File: config.mk
export PLATFORM = sky130hd
export DESIGN_NAME = fetch_unit
export DESIGN_NICKNAME = d
export VERILOG_FILES = /design/src/rtl/fetch_unit.sv
export SDC_FILE = /design/constraint.sdc
export NUM_CORES = 1
export LEC_CHECK = 0
export CAP_MARGIN = 30
export CORE_MARGIN = 2
export CORE_UTILIZATION = 50
export CTS_CLUSTER_DIAMETER = 100
export DETAILED_ROUTE_END_ITERATION = 16
export PLACE_DENSITY = 0.9
export SYNTH_ARGS = -nofsm -noshare
export SYNTH_HDL_FRONTEND = slang
export SYNTH_SLANG_ARGS = --single-unit
File: constraint.sdc
create_clock -name clk -period 1.7 [get_ports clk]
set_input_delay 0.34 -clock clk [delete_from_list [all_inputs] [get_ports clk]]
set_output_delay 0.34 -clock clk [all_outputs]
set_load 0.005 [all_outputs]
File: src/rtl/fetch_unit.sv
`default_nettype none
// ============================================================================
//  Module   : fetch_unit
//  Purpose  : Instruction-fetch stage. Drives the PC onto the combinational
//             instruction-memory address, captures the returned word and queues
//             {instr, pc} in a 2-entry buffer presented to decode over a
//             valid/ready handshake. Supports redirect with flush, fetch
//             enable and a wrapping fetched-instruction counter.
//  Revision : 1.0 - initial release
// ----------------------------------------------------------------------------
//  Ports
//    clk             : clock, all state updates on rising edge
//    rst_n           : asynchronous active-low reset
//    i_address       : byte address to instruction memory (== PC register)
//    instruction     : word returned combinationally for i_address
//    fetch_en        : 1 = new fetches permitted; queue drains regardless
//    redirect_valid  : branch/jump taken, flush queue and load new PC
//    redirect_target : new PC, bits [1:0] forced to zero
//    out_valid       : queue head holds a valid instruction
//    out_ready       : decode accepts the head this cycle
//    out_instr       : head instruction word (0 when empty)
//    out_pc          : PC of head instruction (0 when empty)
//    fetch_count     : number of words pushed since reset, wraps
// ============================================================================
module fetch_unit #(
    parameter int                ADDR_W   = 8,
    parameter logic [ADDR_W-1:0] RESET_PC = '0,
    parameter int                CNT_W    = 16
) (
    input  logic              clk,
    input  logic              rst_n,
    output logic [ADDR_W-1:0] i_address,
    input  logic [31:0]       instruction,
    input  logic              fetch_en,
    input  logic              redirect_valid,
    input  logic [ADDR_W-1:0] redirect_target,
    output logic              out_valid,
    input  logic              out_ready,
    output logic [31:0]       out_instr,
    output logic [ADDR_W-1:0] out_pc,
    output logic [CNT_W-1:0]  fetch_count
);

    localparam logic [ADDR_W-1:0] C_PC_STEP = ADDR_W'(4);
    localparam logic [1:0]        C_DEPTH   = 2'd2;

    logic [ADDR_W-1:0] r_pc;
    logic [CNT_W-1:0]  r_fetch_count;
    logic [1:0]        r_count;
    logic              r_head;
    logic              r_tail;
    logic [31:0]       r_q_instr [2];
    logic [ADDR_W-1:0] r_q_pc    [2];

    logic w_pop;
    logic w_push;

    // A pop frees a slot in the same cycle, so a full queue can still accept
    // a new word when decode is consuming the head.
    assign w_pop  = out_valid & out_ready;
    assign w_push = fetch_en & ~redirect_valid & ((r_count < C_DEPTH) | w_pop);

    always_ff @(posedge clk or negedge rst_n) begin
        if (!rst_n) begin
            r_pc          <= RESET_PC;
            r_fetch_count <= '0;
            r_count       <= 2'd0;
            r_head        <= 1'b0;
            r_tail        <= 1'b0;
            r_q_instr[0]  <= '0;
            r_q_instr[1]  <= '0;
            r_q_pc[0]     <= '0;
            r_q_pc[1]     <= '0;
        end else if (redirect_valid) begin
            // Flush: any same-cycle pop has already been handed to decode,
            // so dropping every entry here is safe.
            r_pc    <= {redirect_target[ADDR_W-1:2], 2'b00};
            r_count <= 2'd0;
            r_head  <= 1'b0;
            r_tail  <= 1'b0;
        end else begin
            if (w_push) begin
                r_q_instr[r_tail] <= instruction;
                r_q_pc[r_tail]    <= r_pc;
                r_tail            <= ~r_tail;
                r_pc              <= r_pc + C_PC_STEP;
                r_fetch_count     <= r_fetch_count + CNT_W'(1);
            end
            if (w_pop) begin
                r_head <= ~r_head;
            end
            case ({w_push, w_pop})
                2'b10:   r_count <= r_count + 2'd1;
                2'b01:   r_count <= r_count - 2'd1;
                default: r_count <= r_count;
            endcase
        end
    end

    assign i_address   = r_pc;
    assign fetch_count = r_fetch_count;
    assign out_valid   = (r_count != 2'd0);
    assign out_instr   = out_valid ? r_q_instr[r_head] : 32'd0;
    assign out_pc      = out_valid ? r_q_pc[r_head]    : '0;

endmodule
`default_nettype wire

==> metrics.cfg <==
[floorplan]
dieWidth_um=101
initial_utilization=0.512
core_area_sq_um=9200
die_y_um=101
dieArea_sq_um=10200
fp-row-count=35
pin_count=110

[logic_synthesis]
yosys_warnings=0
yosysTopAreaCellShare=0.543
synthCells=379
synthAdderAreaFrac=0.00532
synth-edff-count=0
yosys.area.top_type=dfrtp_1
yosys.area_share.simple=0.0987
synthXorXnorAreaFrac=0.0410
synth-seq-cells=102
async_flop_share=1.00
syn_area_sq_um=4700
ys.flop_type=dfrtp_1
synth.mux.area_fraction=0.269
synth_compound_gate_area_share=0.00957
synthTopCellsByArea=dfrtp_1 (54%), mux2_2 (9.6%), mux2_1 (8.9%)
syn_avg_cell_area_sq_um=12.4
synth.distinct_cells=30
synth_top_family_by_area=multiplexers
ys_seq_area_frac=0.543

[sta]
finClkSkew_ns=0.0164
fmax_mhz=513
rsz0062_at_grt=yes
fin_ws_ns=-0.250
fin_hold_ws_ns=0.393
final_max_slew_viol_count=0
setup_viol=61
tns_ns=-5.74
min_period_ns=1.95
post-route-period-util=1.15
hold_viol_final=0

[pwr]
p_per_area_nw_per_um2=1030
ir_drop_v=0.000635
leakage_nw=3.19
p_switching_mw=2.11
switching_share=0.293
seq_power_share=0.483
clock_power_share=0.214
comb_power_share=0.303
cellInternalPower_mw=5.09

[clock_network]
h-tree-depth=3
insertion_delay_ns=0.37
numClockSinks=102
cts_buffer_depth=2
clkTransAtPathRegs_ns=0.11
cts_buffers=9
cts_tree=yes
clockRootBuffer=clkbuf_8

[route]
drt_iter0_markers=121
vias=3618
wl_mm=12.7
wl_per_cell_um=19.0
via_per_inst=5.38
ant_nets=0
first_pass_iters=4
drcViolationCount=0

[finish]
post-route-util=0.758
nFillCells=586
nNetsFinal=604
area_growth_pct=48.2
num_antenna_cells=0
layout_commonest_cell=dfrtp_1
drive_above_1_share=0.401
design_area_sq_um=6970
final_cell_mix=dfrtp_1 (95), clkdlybuf4s50_1 (62), buf_2 (39)

[critical_path]
endpoint_kind=output pin
crit_fanout=5
reg2reg_slack_ns=-0.05
critPathLaunchType=flip-flop
worst_ep_arrival_time_ns=1.61
path_class=reg -> out
cp_data_required_time_ns=1.36

[placed_design]
dp_hpwl_mm=7.60
placed_cell_area_sq_um=6060
gp_congestion=0.855
portBuffers=103

[global_route]
grt_pass1_vias=3686
grt_overflow_total=0
grt_pass1_wl_mm=17.8
grt_use_total=0.226
antenna_found_initial=0
grt_start_max_net_pins=28

[run]
drv_cap=0

[status]
violations=negative setup slack
status=complete, but fails checks

[hold_path]
worst_hold_path_type=in -> async

==> through the flow <==
step / instances / setup slack (ns) / total power [mW]
final: 672 / -0.250 / 7.20
after global routing: 672 / -0.300 / 7.58
after CTS: 647 / -0.223 / 6.87
after detailed placement: 600 / -0.372 / 5.26
after global placement: 600 / -0.344 / 5.11
after floorplan: 382 / 0.0165 / 4.33
==> per-layer routing <==
metal / part of all wire / track usage
met1: 0.40 / 0.267
met2: 0.55 / 0.407
met3: 0.040 / 0.0395
met4: 0.016 / 0.0884
met5: 0 / 0
==> cell type report <==
class | instances | area [sq um] | area share
clock buffer | 9 | 124 | 0.0178
clock inverter | 6 | 71.3 | 0.0102
inverter | 4 | 15.0 | 0.00215
multi-input combinational | 252 | 2220 | 0.318
sequential | 102 | 2560 | 0.367
tap | 111 | 139 | 0.0199
timing repair buffer | 188 | 1840 | 0.264
==> registers in the layout, summed over array words and instances, names as in the netlist <==
register / flops
i_address: 6
r_head: 1
r_q_instr: 64
r_q_pc: 12
fetch_count: 16
r_count: 2
r_tail: 1
==> timing repair <==
item                                    in CTS  in global routing
resized for setup                          201                 49
hold endpoints to repair                    16                  0
hold buffers                                 1                  0
setup buffers                               31                 21
endpoints found under the setup margin      46                105
gates cloned                                 2                  6
pin swaps                                   30                 32
==> cells by family (layout without fill, tap and decap cells) <==
group	Yosys count	after routing
DFF	102	102
muxes	117	117
and+or+nand+nor	98	98
buffers and inverters	28	207
AOI/OAI and AO/OA	9	9
xor gates and xnor gates	22	22
adders and majority gates	2	2
other	1	4
==> path summary, 6_finish.rpt <==
kind	from	end	cells past startpoint
worst max-delay path	r_head$_DFFE_PN0P_	out_pc[4]	6
worst min-delay path	rst_n	i_address[4]$_DFFE_PN0P_	2
worst min register to register	fetch_count[15]$_DFFE_PN0P_	fetch_count[15]$_DFFE_PN0P_	1
min in group clk	fetch_count[15]$_DFFE_PN0P_	fetch_count[15]$_DFFE_PN0P_	1
max in group asynchronous	rst_n	r_q_instr[40]$_DFFE_PN0P_	3
worst max register to register	r_count[1]$_DFFE_PN0P_	fetch_count[14]$_DFFE_PN0P_	5
==> power by group through the flow <==
stage	Combinational [mW]	Clock (mW)	Sequential (mW)
detailed placement	1.76	0	3.50
global route	2.35	1.68	3.55
global placement	1.68	0	3.43
finish	2.18	1.54	3.48
CTS	1.87	1.56	3.45
floorplan	0.949	0	3.38
==> worst max-delay path, cell delays in order, from the launching register on <==
cell and delay [ns]:
dfrtp_2 0.44, buf_12 0.15, buf_12 0.13, buf_6 0.12, mux2i_2 0.20, nor2_1 0.07, buf_2 0.13
==> Yosys cell counts (2+ instances only) <==
master    number
nor3_1         4
xnor2_1       10
nand2b_1       6
xor2_1        12
nand4_1        2
buf_4          9
mux2i_1       40
ha_1           2
buf_2          6
mux2_1        37
clkbuf_1       6
inv_1          4
buf_1          2
nor4_2         2
mux2_2        40
nand3_1        5
a21oi_1        2
dfrtp_1      102
o21ai_0        7
nor2_1        50
nand2_1       22
Power figures use the tool's default switching activity.
